## src/rtl/lcd_bus_decoder.sv

```systemverilog
// Passive decoder for an HD44780-style character-LCD write bus.
// It watches the controller's bus and reports the characters and CGRAM rows
// written, the display/entry state, and the busy window after each write.
module lcd_bus_decoder #(
  parameter int unsigned BUSY_LONG  = 76000,
  parameter int unsigned BUSY_SHORT = 1850
) (
  input  logic       clk,
  input  logic       rst_n,
  input  logic       LCD_E,
  input  logic       LCD_RS,
  input  logic       LCD_RW,
  input  logic       LCD_ON,
  input  logic [7:0] LCD_DATA,
  output logic       char_valid,
  output logic [7:0] char_data,
  output logic       char_row,
  output logic [5:0] char_col,
  output logic       cg_valid,
  output logic [5:0] cg_addr,
  output logic [4:0] cg_data,
  output logic       disp_on,
  output logic       cursor_on,
  output logic       blink_on,
  output logic       entry_inc,
  output logic       busy,
  output logic       proto_err
);

  localparam int unsigned BUSY_MAX = (BUSY_LONG > BUSY_SHORT) ? BUSY_LONG : BUSY_SHORT;
  localparam int unsigned CNT_W    = $clog2(BUSY_MAX + 1);
  localparam int unsigned ADDR_W   = 7;
  localparam int unsigned PTR_W    = 6;

  localparam logic [ADDR_W-1:0] ROW0_LAST  = 7'h27;
  localparam logic [ADDR_W-1:0] ROW1_FIRST = 7'h40;
  localparam logic [ADDR_W-1:0] ROW1_LAST  = 7'h67;

  // Step a DDRAM address, wrapping between the two 40-column rows.
  function automatic logic [ADDR_W-1:0] addr_step(input logic [ADDR_W-1:0] a, input logic up);
    logic [ADDR_W-1:0] r;
    if (up) begin
      if (a == ROW0_LAST)      r = ROW1_FIRST;
      else if (a == ROW1_LAST) r = '0;
      else                     r = a + ADDR_W'(1);
    end else begin
      if (a == '0)              r = ROW1_LAST;
      else if (a == ROW1_FIRST) r = ROW0_LAST;
      else                      r = a - ADDR_W'(1);
    end
    return r;
  endfunction

  // Fold out-of-row columns (0x28-0x3F within a row) back to column 0.
  function automatic logic [ADDR_W-1:0] ddram_map(input logic [ADDR_W-1:0] v);
    logic [ADDR_W-1:0] r;
    if (v[5:0] > 6'h27) r = {v[6], 6'h00};
    else                r = v;
    return r;
  endfunction

  // Synchronizer stages (common to all bus lines) plus the E delay flop.
  logic       e_s1, e_s2, e_s3;
  logic       rs_s1, rs_s2, rw_s1, rw_s2, on_s1, on_s2;
  logic [7:0] data_s1, data_s2;

  // Captured write (one cycle after the falling edge is seen).
  logic       stb_q;
  logic       stb_rs_q;
  logic [7:0] stb_data_q;

  // Decoder state.
  logic [ADDR_W-1:0] addr_q, addr_d;
  logic [PTR_W-1:0]  ptr_q, ptr_d;
  logic              cg_mode_q, cg_mode_d;
  logic              disp_d, cursor_d, blink_d, inc_d;
  logic              long_d, char_v_d, cg_v_d;
  logic [CNT_W-1:0]  cnt_q, load_d;
  logic              strobe_c;

  assign strobe_c = e_s3 & ~e_s2 & on_s2 & ~rw_s2;

  // Bring the asynchronous bus into the clk domain.
  always_ff @(posedge clk or negedge rst_n) begin
    if (!rst_n) begin
      e_s1 <= 1'b0; e_s2 <= 1'b0; e_s3 <= 1'b0;
      rs_s1 <= 1'b0; rs_s2 <= 1'b0;
      rw_s1 <= 1'b0; rw_s2 <= 1'b0;
      on_s1 <= 1'b0; on_s2 <= 1'b0;
      data_s1 <= '0; data_s2 <= '0;
    end else begin
      e_s1 <= LCD_E;    e_s2 <= e_s1;   e_s3 <= e_s2;
      rs_s1 <= LCD_RS;  rs_s2 <= rs_s1;
      rw_s1 <= LCD_RW;  rw_s2 <= rw_s1;
      on_s1 <= LCD_ON;  on_s2 <= on_s1;
      data_s1 <= LCD_DATA; data_s2 <= data_s1;
    end
  end

  // Latch an accepted write strobe together with its RS and data.
  always_ff @(posedge clk or negedge rst_n) begin
    if (!rst_n) begin
      stb_q      <= 1'b0;
      stb_rs_q   <= 1'b0;
      stb_data_q <= '0;
    end else begin
      stb_q <= strobe_c;
      if (strobe_c) begin
        stb_rs_q   <= rs_s2;
        stb_data_q <= data_s2;
      end
    end
  end

  // Next-state decode of the captured write.
  always_comb begin
    addr_d    = addr_q;
    ptr_d     = ptr_q;
    cg_mode_d = cg_mode_q;
    disp_d    = disp_on;
    cursor_d  = cursor_on;
    blink_d   = blink_on;
    inc_d     = entry_inc;
    long_d    = 1'b0;
    char_v_d  = 1'b0;
    cg_v_d    = 1'b0;
    if (stb_q) begin
      if (stb_rs_q) begin
        if (cg_mode_q) begin
          cg_v_d = 1'b1;
          ptr_d  = entry_inc ? ptr_q + PTR_W'(1) : ptr_q - PTR_W'(1);
        end else begin
          char_v_d = 1'b1;
          addr_d   = addr_step(addr_q, entry_inc);
        end
      end else begin
        casez (stb_data_q)
          8'b1???????: begin
            cg_mode_d = 1'b0;
            addr_d    = ddram_map(stb_data_q[6:0]);
          end
          8'b01??????: begin
            cg_mode_d = 1'b1;
            ptr_d     = stb_data_q[5:0];
          end
          8'b001?????: begin
            // function set: bus width / lines / font, no tracked state
          end
          8'b0001????: begin
            if (!stb_data_q[3]) addr_d = addr_step(addr_q, stb_data_q[2]);
          end
          8'b00001???: begin
            disp_d   = stb_data_q[2];
            cursor_d = stb_data_q[1];
            blink_d  = stb_data_q[0];
          end
          8'b000001??: inc_d = stb_data_q[1];
          8'b0000001?: begin
            addr_d = '0;
            long_d = 1'b1;
          end
          8'b00000001: begin
            addr_d = '0;
            inc_d  = 1'b1;
            long_d = 1'b1;
          end
          default: begin
            // 0x00 is not a command; only the busy time applies
          end
        endcase
      end
    end
    load_d = long_d ? CNT_W'(BUSY_LONG) : CNT_W'(BUSY_SHORT);
  end

  // Decoder state, registered outputs and busy counter.
  always_ff @(posedge clk or negedge rst_n) begin
    if (!rst_n) begin
      addr_q     <= '0;
      ptr_q      <= '0;
      cg_mode_q  <= 1'b0;
      disp_on    <= 1'b0;
      cursor_on  <= 1'b0;
      blink_on   <= 1'b0;
      entry_inc  <= 1'b1;
      char_valid <= 1'b0;
      char_data  <= '0;
      char_row   <= 1'b0;
      char_col   <= '0;
      cg_valid   <= 1'b0;
      cg_addr    <= '0;
      cg_data    <= '0;
      cnt_q      <= '0;
      busy       <= 1'b0;
      proto_err  <= 1'b0;
    end else begin
      addr_q     <= addr_d;
      ptr_q      <= ptr_d;
      cg_mode_q  <= cg_mode_d;
      disp_on    <= disp_d;
      cursor_on  <= cursor_d;
      blink_on   <= blink_d;
      entry_inc  <= inc_d;
      char_valid <= char_v_d;
      cg_valid   <= cg_v_d;
      if (char_v_d) begin
        char_data <= stb_data_q;
        char_row  <= addr_q[6];
        char_col  <= addr_q[5:0];
      end
      if (cg_v_d) begin
        cg_addr <= ptr_q;
        cg_data <= stb_data_q[4:0];
      end
      if (stb_q) begin
        proto_err <= (cnt_q != '0);
        cnt_q     <= load_d;
        busy      <= (load_d != '0);
      end else begin
        proto_err <= 1'b0;
        if (cnt_q != '0) begin
          cnt_q <= cnt_q - CNT_W'(1);
          busy  <= (cnt_q != CNT_W'(1));
        end
      end
    end
  end

endmodule

```

## config.mk

```make
export PLATFORM = sky130hd
export DESIGN_NAME = lcd_bus_decoder
export DESIGN_NICKNAME = d
export VERILOG_FILES = /design/src/rtl/lcd_bus_decoder.sv
export SDC_FILE = /design/constraint.sdc
export NUM_CORES = 1
export LEC_CHECK = 0
export CAP_MARGIN = 20
export CORE_MARGIN = 2
export CORE_UTILIZATION = 45
export DETAILED_ROUTE_END_ITERATION = 16
export PLACE_DENSITY = 0.68
export SETUP_SLACK_MARGIN = 0.2
export SLEW_MARGIN = 20
export SYNTH_ARGS = -nofsm -noshare
export SYNTH_HDL_FRONTEND = slang
export SYNTH_SLANG_ARGS = --single-unit
```

## constraint.sdc

```tcl
create_clock -name clk -period 2.2 [get_ports clk]
set_clock_uncertainty 0.05 [all_clocks]
set_input_delay 0.44 -clock clk [delete_from_list [all_inputs] [get_ports clk]]
set_output_delay 0.44 -clock clk [all_outputs]
set_load 0.03 [all_outputs]
```

### Word level (Yosys, flattened, before mapping)

Cells that the tools add are included.

| storage, ports and cells | value |
|---|---|
| output and inout bits | 34 |
| input port bits | 14 |
| register bits after elaboration | 100 |
| word-level logic and storage cells | 102 |

| cells by class | value |
|---|---|
| reduce and logical (&&, ||, !) cells | 14 |
| multiplexer cells | 32 |
| $lt $le $gt $ge | 1 |
| bitwise gates (word level) | 6 |
| add/subtract/negate cells | 5 |
| equality and inequality tests | 13 |

Operator list:

| cell | count |
|---|---|
| 7-bit 2-to-1 mux | 9 |
| 17-bit 2-to-1 mux | 3 |
| 17-bit nonzero test | 2 |
| 6-bit 2-to-1 mux | 5 |
| 7-bit one-hot mux with 3 select lines | 1 |
| 17-bit by 1-bit inequality test with 1-bit output, second input constant | 1 |
| 17-bit by 1-bit subtractor with 17-bit output, second input constant | 1 |
| 7-bit equality test, second input constant | 2 |
| 1-bit 2-to-1 mux | 12 |
| 3-bit AND reduction | 4 |
| 8-bit by 1-bit equality test with 1-bit output, second input constant | 1 |
| 2-bit nonzero test | 4 |
| 7-bit by 1-bit adder with 7-bit output, second input constant | 1 |
| 7-bit by 1-bit equality test with 1-bit output, second input constant | 1 |
| 7-bit by 6-bit equality test with 1-bit output, second input constant | 1 |
| 7-bit logical NOT | 1 |
| 7-bit by 1-bit subtractor with 7-bit output, second input constant | 1 |
| 6-bit by 1-bit adder with 6-bit output, second input constant | 1 |
| 6-bit by 1-bit equality test with 1-bit output, second input constant | 1 |
| 6-bit greater-than comparator, second input constant | 1 |
| 6-bit by 1-bit subtractor with 6-bit output, second input constant | 1 |
| 5-bit by 1-bit equality test with 1-bit output, second input constant | 1 |
| 4-bit by 1-bit equality test with 1-bit output, second input constant | 1 |
| 1-bit one-hot mux with 2 select lines | 2 |
| 9 further kinds | 13 |

### Longest topological paths before layout

Gate-level depths: netlist of the first run.

| logic depth | value |
|---|---|
| word-level depth | 8 |
| depth in mapped cells | 10 |
| mapped depth without buffers | 8 |

### Worst setup path before layout of the first run

Ideal clock, no wire load.

| timing | value |
|---|---|
| kind | flip-flop to flip-flop |
| start | reg entry_inc |
| end | reg ptr_q[5] |
| path buffers | 1 |
| cell stages (with the launch flop) | 10 |
| arrival time | 2386 ps |
| data required time | 2031 ps |
| period minus slack after synthesis | 2555 ps |
| slack | -355 ps |
| library setup time | 119 ps |
| cells stage by stage | dfstp_2 clkbuf_1 inv_1 ha_1 a211oi_1 o21bai_1 a21oi_1 xnor2_1 a21oi_1 o21a_1 |

| between the ends | value |
|---|---|
| cells in the longest elaborated chain, start to end | 3 |

RTL lines:

| item | line | text |
|---|---|---|
| from (decl) | 25 | `output logic entry_inc,` |
| from (signal assigned) | 203 | `entry_inc <= inc_d;` |
| 6-bit 2-to-1 mux | 131 | `ptr_d = entry_inc ? ptr_q + PTR_W'(1) : ptr_q - PTR_W'(1);` |
| 6-bit 2-to-1 mux | 129 | `if (cg_mode_q) begin` |
| 6-bit 2-to-1 mux | 128 | `if (stb_rs_q) begin` |
| to (signal assigned) | 198 | `ptr_q <= ptr_d;` |
| to (decl) | 74 | `logic [PTR_W-1:0] ptr_q, ptr_d;` |

No other way between the ends. The select of a mux whose other input is x is not followed.
A chain may end at the register's enable or synchronous reset.

### Final worst setup path of the first run

| timing | value |
|---|---|
| start | reg cnt_q[6] |
| end | reg cnt_q[14] |

| between the ends | value |
|---|---|
| cells in the longest elaborated chain, start to end | 3 |
| elaborated cells on any way between the ends | 5 |
| classes of those cells | 1 x add/sub; 2 x mux; 2 x reduce/logical |

RTL lines:

| item | line | text |
|---|---|---|
| from (decl) | 78 | `logic [CNT_W-1:0] cnt_q, load_d;` |
| from (signal assigned) | 217 | `cnt_q <= load_d;` |
| from (signal assigned) | 222 | `cnt_q <= cnt_q - CNT_W'(1);` |
| 17-bit by 1-bit subtractor with 17-bit output | 222 |  |
| 17-bit 2-to-1 mux | 221 | `if (cnt_q != '0) begin` |
| 17-bit 2-to-1 mux | 215 | `if (stb_q) begin` |

Parallel ways exist; a longest one is shown, timed or not. The select of a mux whose other input is x is not followed.

==> results.py, run 1 <==
metrics = {
    "worst_setup_path": {
        "cp-start-kind": "flip-flop",
        "crit_type": "reg -> reg",
        "critPathArrivalTime_ns": 2.47,
        "reg2reg_setup_slack_ns": -0.02,
        "end_kind": "flip-flop",
        "crit_fanout": 6,
        "r2r_start": "cnt_q[6]",
        "required_ns": 2.45,
        "r2r_cells": 4,
        "reg2reg_to": "cnt_q[14]",
    },
    "synthesis": {
        "synth_edf_count": 0,
        "netlist_area_mm2": 0.00465,
        "syn-instance-count": 456,
        "ys.flop_type": "dfrtp_1",
        "synth_area_per_cell_um2": 10.2,
        "synth_fp_nets": 480,
        "synth-async-reset-ratio_pct": 100,
        "synth.distinct_cells": 57,
        "ys_warn_count": 0,
        "ys_seq_elements": 100,
        "ys_seq_area_share_pct": 53.9,
    },
    "floorplan": {
        "io-pin-count": 48,
        "die_w_um": 106,
        "core_area_mm2": 0.0102,
        "rows": 37,
        "start_util_pct": 45.6,
        "die_area_mm2": 0.0112,
        "fp.dieH_um": 106,
    },
    "power": {
        "vdd.ir_drop.worst_mv": 0.514,
        "leakage_nw": 2.60,
        "power_density_mw_per_mm2": 1080,
    },
    "timing": {
        "tns_ns": -0.0180,
        "hold_viol": 0,
        "rsz0062_at_grt": "true",
        "post-route-min-period_ns": 2.22,
        "slew_viol_final": 0,
        "post-route-period-util_pct": 101,
        "setup_viol": 1,
        "worstMarginPinSlew_ns": 0.476,
        "fmax_mhz": 451,
        "setup_slack_ns": -0.0180,
        "relSlewSlack_pct": 68.0,
    },
    "clock_network": {
        "clockRootBuffer": "clkbuf_8",
        "clockBufferDepth": 2,
        "h-tree-depth": 3,
        "insertion_delay_ns": 0.36,
        "numClockSinks": 100,
        "clk_pin_slew_ns": 0.10,
        "cts_tree": "yes",
        "numCtsBuffers": 9,
    },
    "placement": {
        "placed_area_mm2": 0.00550,
        "dp.final_hpwl_um": 7130,
        "place_ws_ns": -0.00859,
        "io_buffers": 47,
        "place_inst": 644,
        "gp_congestion": 0.902,
    },
    "finish": {
        "fillers": 853,
        "area_growth_pct": 31.2,
        "antenna_cells": 0,
        "fin_cells": 672,
        "post-route-cell-area_mm2": 0.00609,
        "layout-drive-gt1-share_pct": 26.7,
        "nets": 555,
        "postLayoutCoreUtil_pct": 59.8,
    },
    "hold_path": {
        "hp-start": "data_s1[1]",
        "hp-class": "reg -> reg",
        "hold-path-endpoint": "data_s2[1]",
        "min_path_cells": 0,
    },
    "routing": {
        "vias_per_cell": 5.46,
        "drtIter0Drc": 255,
        "drcViolationCount": 0,
        "wire_per_inst_um": 16.2,
        "vias": 3671,
        "drtAntennaViolNets": 0,
        "dr.pass1.iters": 4,
        "routed_wl_um": 10900,
    },
    "run_status": {
        "violations": "setup timing",
        "status": "finished with violations",
    },
    "global_route": {
        "grt_pass1_wl_um": 17300,
        "first_global_vias": 3584,
        "antenna_found_initial": 0,
        "grt_max_degree": 57,
        "grt-ovfl-total": 0,
        "track_usage_pct": 19.4,
    },
    "flow_run": {
        "maxCapViolations": 0,
    },
}
-- timing repair --
item	CTS	global route
hold buffers	1	0
pin swaps	7	20
hold endpoints to repair	15	0
gates resized for setup	15	56
buffers inserted	3	8
endpoints found under the setup margin	20	25
-- how the worst max path moves through the flow --
stage | startpoint | end | slack, ns | depth (start not counted)
after global placement | cnt_q[7] | cnt_q[14] | 0.04 | 4
after CTS | cnt_q[4] | cnt_q[14] | 0.04 | 4
after detailed placement | cnt_q[7] | cnt_q[14] | -0.009 | 4
after floorplan | entry_inc | ptr_q[5] | -0.04 | 9
after global routing | cnt_q[6] | cnt_q[14] | -0.06 | 4
final | cnt_q[6] | cnt_q[14] | -0.02 | 4
-- critical path: stages (launching register included) --
cell,delay [ns]
dfrtp_1,0.39
or4_4,0.56
or4b_4,0.60
or4_4,0.45
a21oi_2,0.12
-- cells by family after synthesis --
group           Yosys count  synth area share [%]
buf+inv                  40                  3.58
flops                   100                  53.9
fa+ha+maj                10                  2.85
mux                      26                  6.19
xor+xnor                 17                  3.20
simple gates            169                  17.7
compound gates           94                  12.6
-- routing by layer --
layer,global-route usage [%],up-vias,part of all wire [%]
met2,29.9,122,48
met5,0,-,0
met4,8.46,0,1.6
li1,-,1741,-
met3,2.97,20,5.1
met1,27.4,1788,45
-- placed cells by master, fill, tap and decap left out, drive strengths merged, types with 6 or more instances in the layout --
master / instances
dfrtp: 99
nand2: 69
clkdlybuf4s50: 45
buf: 45
o21ai: 35
nor2: 32
mux2: 22
a21oi: 21
nor3: 14
xnor2: 13
inv: 13
clkbuf: 12
ha: 9
nor4: 8
nand3: 7
a211oi: 6
-- per-stage QoR --
step                      hold slack [ns]  power [mW]
final                               0.305        6.61
after global routing                0.315        7.03
after detailed placement            0.278        5.01
after CTS                           0.307        6.29
after floorplan                    0.0944        4.21
after global placement              0.272        4.94
-- synth_stat cells (4+ instances only) --
| library cell | instances | area, um2 |
|---|---|---|
| nand2b_1 | 4 | 25.0 |
| inv_1 | 12 | 45.0 |
| xor2_1 | 4 | 35.0 |
| nand2_1 | 68 | 255 |
| mux2i_1 | 4 | 40.0 |
| xnor2_1 | 13 | 114 |
| a211oi_1 | 6 | 45.0 |
| buf_2 | 4 | 20.0 |
| ha_1 | 9 | 113 |
| dfrtp_1 | 99 | 2480 |
| a21oi_1 | 21 | 105 |
| or4_1 | 4 | 30.0 |
| nor3_1 | 14 | 70.1 |
| and2_1 | 4 | 25.0 |
| o21ai_0 | 35 | 175 |
| mux2_2 | 22 | 248 |
| nor4_1 | 8 | 50.1 |
| nor3b_1 | 5 | 37.5 |
| o21a_1 | 4 | 30.0 |
| clkbuf_1 | 19 | 71.3 |
| nor2b_1 | 4 | 25.0 |
| o211ai_1 | 5 | 37.5 |
| nor2_1 | 32 | 120 |
| nand3_1 | 7 | 35.0 |
-- state kept, by name, summed over array words and instances, names as in the netlist, 5 cells and up --
register    count
data_s2         8
addr_q          7
ptr_q           6
stb_data_q      8
cnt_q          17
char_data       8
char_col        6
cg_addr         6
data_s1         8
cg_data         5
-- final cells by class --
cell class                      count  area [um2]  area share [%]
Multi-Input combinational cell    316        2330            38.2
Clock buffer                       11         141            2.32
Sequential cell                   100        2510            41.1
Tap cell                          136         170            2.79
Timing Repair Buffer               92         855            14.0
Inverter                           12        51.3           0.842
Clock inverter                      5        43.8           0.719
-- power breakdown --
part / internal [mW] / switching (mW)
Clock: 0.457 / 0.655
Combinational: 1.36 / 1.50
Sequential: 2.21 / 0.427
Total: 4.03 / 2.58
No activity file was read; power rests on OpenSTA's default activity.
==> run 2, diff against run 1 <==
- PLACE_DENSITY: 0.68 -> unset
- PLACE_DENSITY_LB_ADDON: unset -> 0.08
- clock period: 2.2 -> 2 ns (I/O delays scaled with it)
==> run 2 against run 1 <==
  * The run still ends with setup timing left
  * Combinational power increased by 16%
  * Routed wire length increased by 1.0%
  * Global-route usage increased by 2.1 points
  * Design area increased by 4.1%
  * Utilization increased by 2.4 points
  * Count of clock-buffer cells in the layout decreased by 2
  * Critical path depth unchanged
  * Via count increased by 1.6%
==> results.py, run 2 (synthesis gave the netlist of run 1 again) <==
metrics = {
    "timing": {
        "setup_viol": 13,
        "post-route-min-period_ns": 2.20,
        "relSlewSlack_pct": 68.9,
        "worstMarginPinSlew_ns": 0.465,
        "rsz0062_at_grt": "true",
        "hold_ws_ns": 0.309,
        "post-route-period-util_pct": 110,
        "hold_viol": 0,
        "slew_viol_final": 0,
        "setup_slack_ns": -0.199,
        "fmax_mhz": 455,
    },
    "routing": {
        "wire_per_inst_um": 15.5,
        "drcViolationCount": 0,
        "drtAntennaViolNets": 0,
        "vias_per_cell": 5.28,
        "dr.pass1.iters": 4,
        "vias": 3731,
        "drtIter0Drc": 173,
        "routed_wl_um": 11000,
    },
    "placement": {
        "gp_congestion": 0.855,
        "dp.final_hpwl_um": 7600,
        "place_inst": 673,
        "place_ws_ns": -0.139,
        "io_buffers": 47,
    },
    "finish": {
        "final_common_cell": "dfrtp_1",
        "mostFrequentLayoutCells": "94 x dfrtp_1, 68 x buf_4, 67 x nand2_1",
        "multiInputGateArea_mm2": 0.00232,
        "area_growth_pct": 36.5,
        "register_area_mm2": 0.00251,
        "top_register": "cnt_q",
        "largest_reg_flops": 17,
        "layout-drive-gt1-share_pct": 32.1,
        "fillers": 854,
        "nets": 589,
        "fin_cells": 706,
        "antenna_cells": 0,
        "postLayoutCoreUtil_pct": 62.3,
    },
    "worst_setup_path": {
        "r2r_start": "cnt_q[7]",
        "crit_chain": "or4_4 > or4b_4 > or4_1 > a21oi_1",
        "crit_fanout": 4,
        "end_kind": "flip-flop",
        "cpPeakStageDelay_ns": 0.57,
        "critPathCapture": "cnt_q[14]",
        "r2r_cells": 4,
        "critPathArrivalTime_ns": 2.46,
        "reg2reg_setup_slack_ns": -0.20,
        "crit_type": "reg -> reg",
        "required_ns": 2.27,
        "crit_path_start": "cnt_q[7]",
        "cpMaxStageDelayCell": "or4b_4",
        "cp-start-kind": "flip-flop",
        "reg2reg_to": "cnt_q[14]",
    },
    "global_route": {
        "first_global_vias": 3777,
        "antenna_found_initial": 0,
        "track_usage_pct": 21.5,
        "grt-ovfl-total": 0,
        "grt_pass1_wl_um": 18800,
        "grt_max_degree": 40,
    },
    "floorplan": {
        "die_area_mm2": 0.0112,
        "start_util_pct": 45.6,
        "core_area_mm2": 0.0102,
        "io-pin-count": 48,
        "die_w_um": 106,
        "fp.dieH_um": 106,
        "rows": 37,
    },
    "power": {
        "pwr-share-clk_pct": 17.8,
        "combPwrFrac_pct": 44.4,
        "p_switching_mw": 2.97,
        "leakage_nw": 2.91,
        "fin_total_pwr_mw": 7.51,
        "vdd.ir_drop.worst_mv": 0.774,
        "power_density_mw_per_mm2": 1180,
        "power_frac_seq_pct": 37.8,
        "sw_frac_of_total_pct": 39.6,
        "p_int_mw": 4.54,
    },
    "flow_run": {
        "maxCapViolations": 0,
    },
    "run_status": {
        "violations": "setup timing",
        "status": "finished with violations",
    },
    "hold_path": {
        "min_path_cells": 0,
        "hp-class": "reg -> reg",
    },
    "clock_network": {
        "cts_tree": "yes",
        "clockRootBuffer": "clkbuf_8",
        "numClockSinks": 100,
        "clockBufferDepth": 2,
        "clk_pin_slew_ns": 0.11,
        "h-tree-depth": 3,
        "numCtsBuffers": 9,
        "insertion_delay_ns": 0.39,
    },
}
-- run 2: changes by cell type in the layout (fill, tap and decap cells not counted), moves of 3 or more --
cell | previous run | this run
clkinv_8 | 0 | 3
clkdlybuf4s50_1 | 45 | 12
nor2_1 | 28 | 25
buf_6 | 7 | 10
buf_4 | 36 | 68
o21ai_0 | 27 | 20
dlygate4sd2_1 | 0 | 33
nor2_2 | 2 | 5
dfrtp_1 | 97 | 94
dfrtp_2 | 2 | 5
o21ai_1 | 6 | 14
-- run 2: stage by stage --
stage	cell area, um2	TNS [ns]
final	6340	-1.28
after global placement	5800	-0.541
after detailed placement	5800	-0.902
after floorplan	4850	-1.05
after CTS	6070	-1.24
after global routing	6340	-2.96
-- run 2: worst min path at each step --
stage / slack [ns] / endpoint / startpoint
after floorplan: 0.05 / addr_q[0] / rst_n
after global placement: 0.27 / proto_err / rst_n
after detailed placement: 0.28 / proto_err / rst_n
after CTS: 0.31 / data_s2[5] / data_s1[5]
after global routing: 0.32 / rs_s2 / rs_s1
final: 0.31 / data_s2[5] / data_s1[5]
-- run 2: timing repair --
| item | CTS | global route |
|---|---|---|
| hold endpoints to repair | 22 | 0 |
| hold buffers | 1 | 0 |
| resized for setup | 62 | 43 |
| endpoints found under the setup margin | 78 | 48 |
| pin swaps | 7 | 24 |
| buffers inserted | 2 | 14 |
-- run 2: critical path, delay by kind of cell (launching register included) --
kind	cells	cell delay, ns
AND/OR/NAND/NOR	3	1.53
flip-flops	1	0.40
AO/OA/AOI/OAI	1	0.14
-- run 2: final cells by class --
class | count | share of cell area [%]
clock inverters | 7 | 1.40
clock buffers | 9 | 1.95
flip-flops and latches | 100 | 39.6
inverters | 12 | 0.848
well taps | 136 | 2.68
repair buffers | 126 | 17.0
multi-input cells | 316 | 36.5
-- run 2: routing by layer --
metal | vias up | wire length [um] | global-route usage [%]
li1 | 1817 | - | -
met1 | 1808 | 4990 | 28.5
met2 | 89 | 5350 | 34.3
met3 | 17 | 419 | 5.44
met4 | 0 | 210 | 7.71
met5 | - | 0 | 0
-- run 2: power groups by stage --
stage	combinational, mW	clock [mW]	sequential, mW
after floorplan	1.71	0	3.02
after global placement	2.89	0	2.85
after detailed placement	2.95	0	2.87
after CTS	2.99	1.40	2.85
after global routing	3.65	1.50	2.92
final	3.33	1.34	2.84
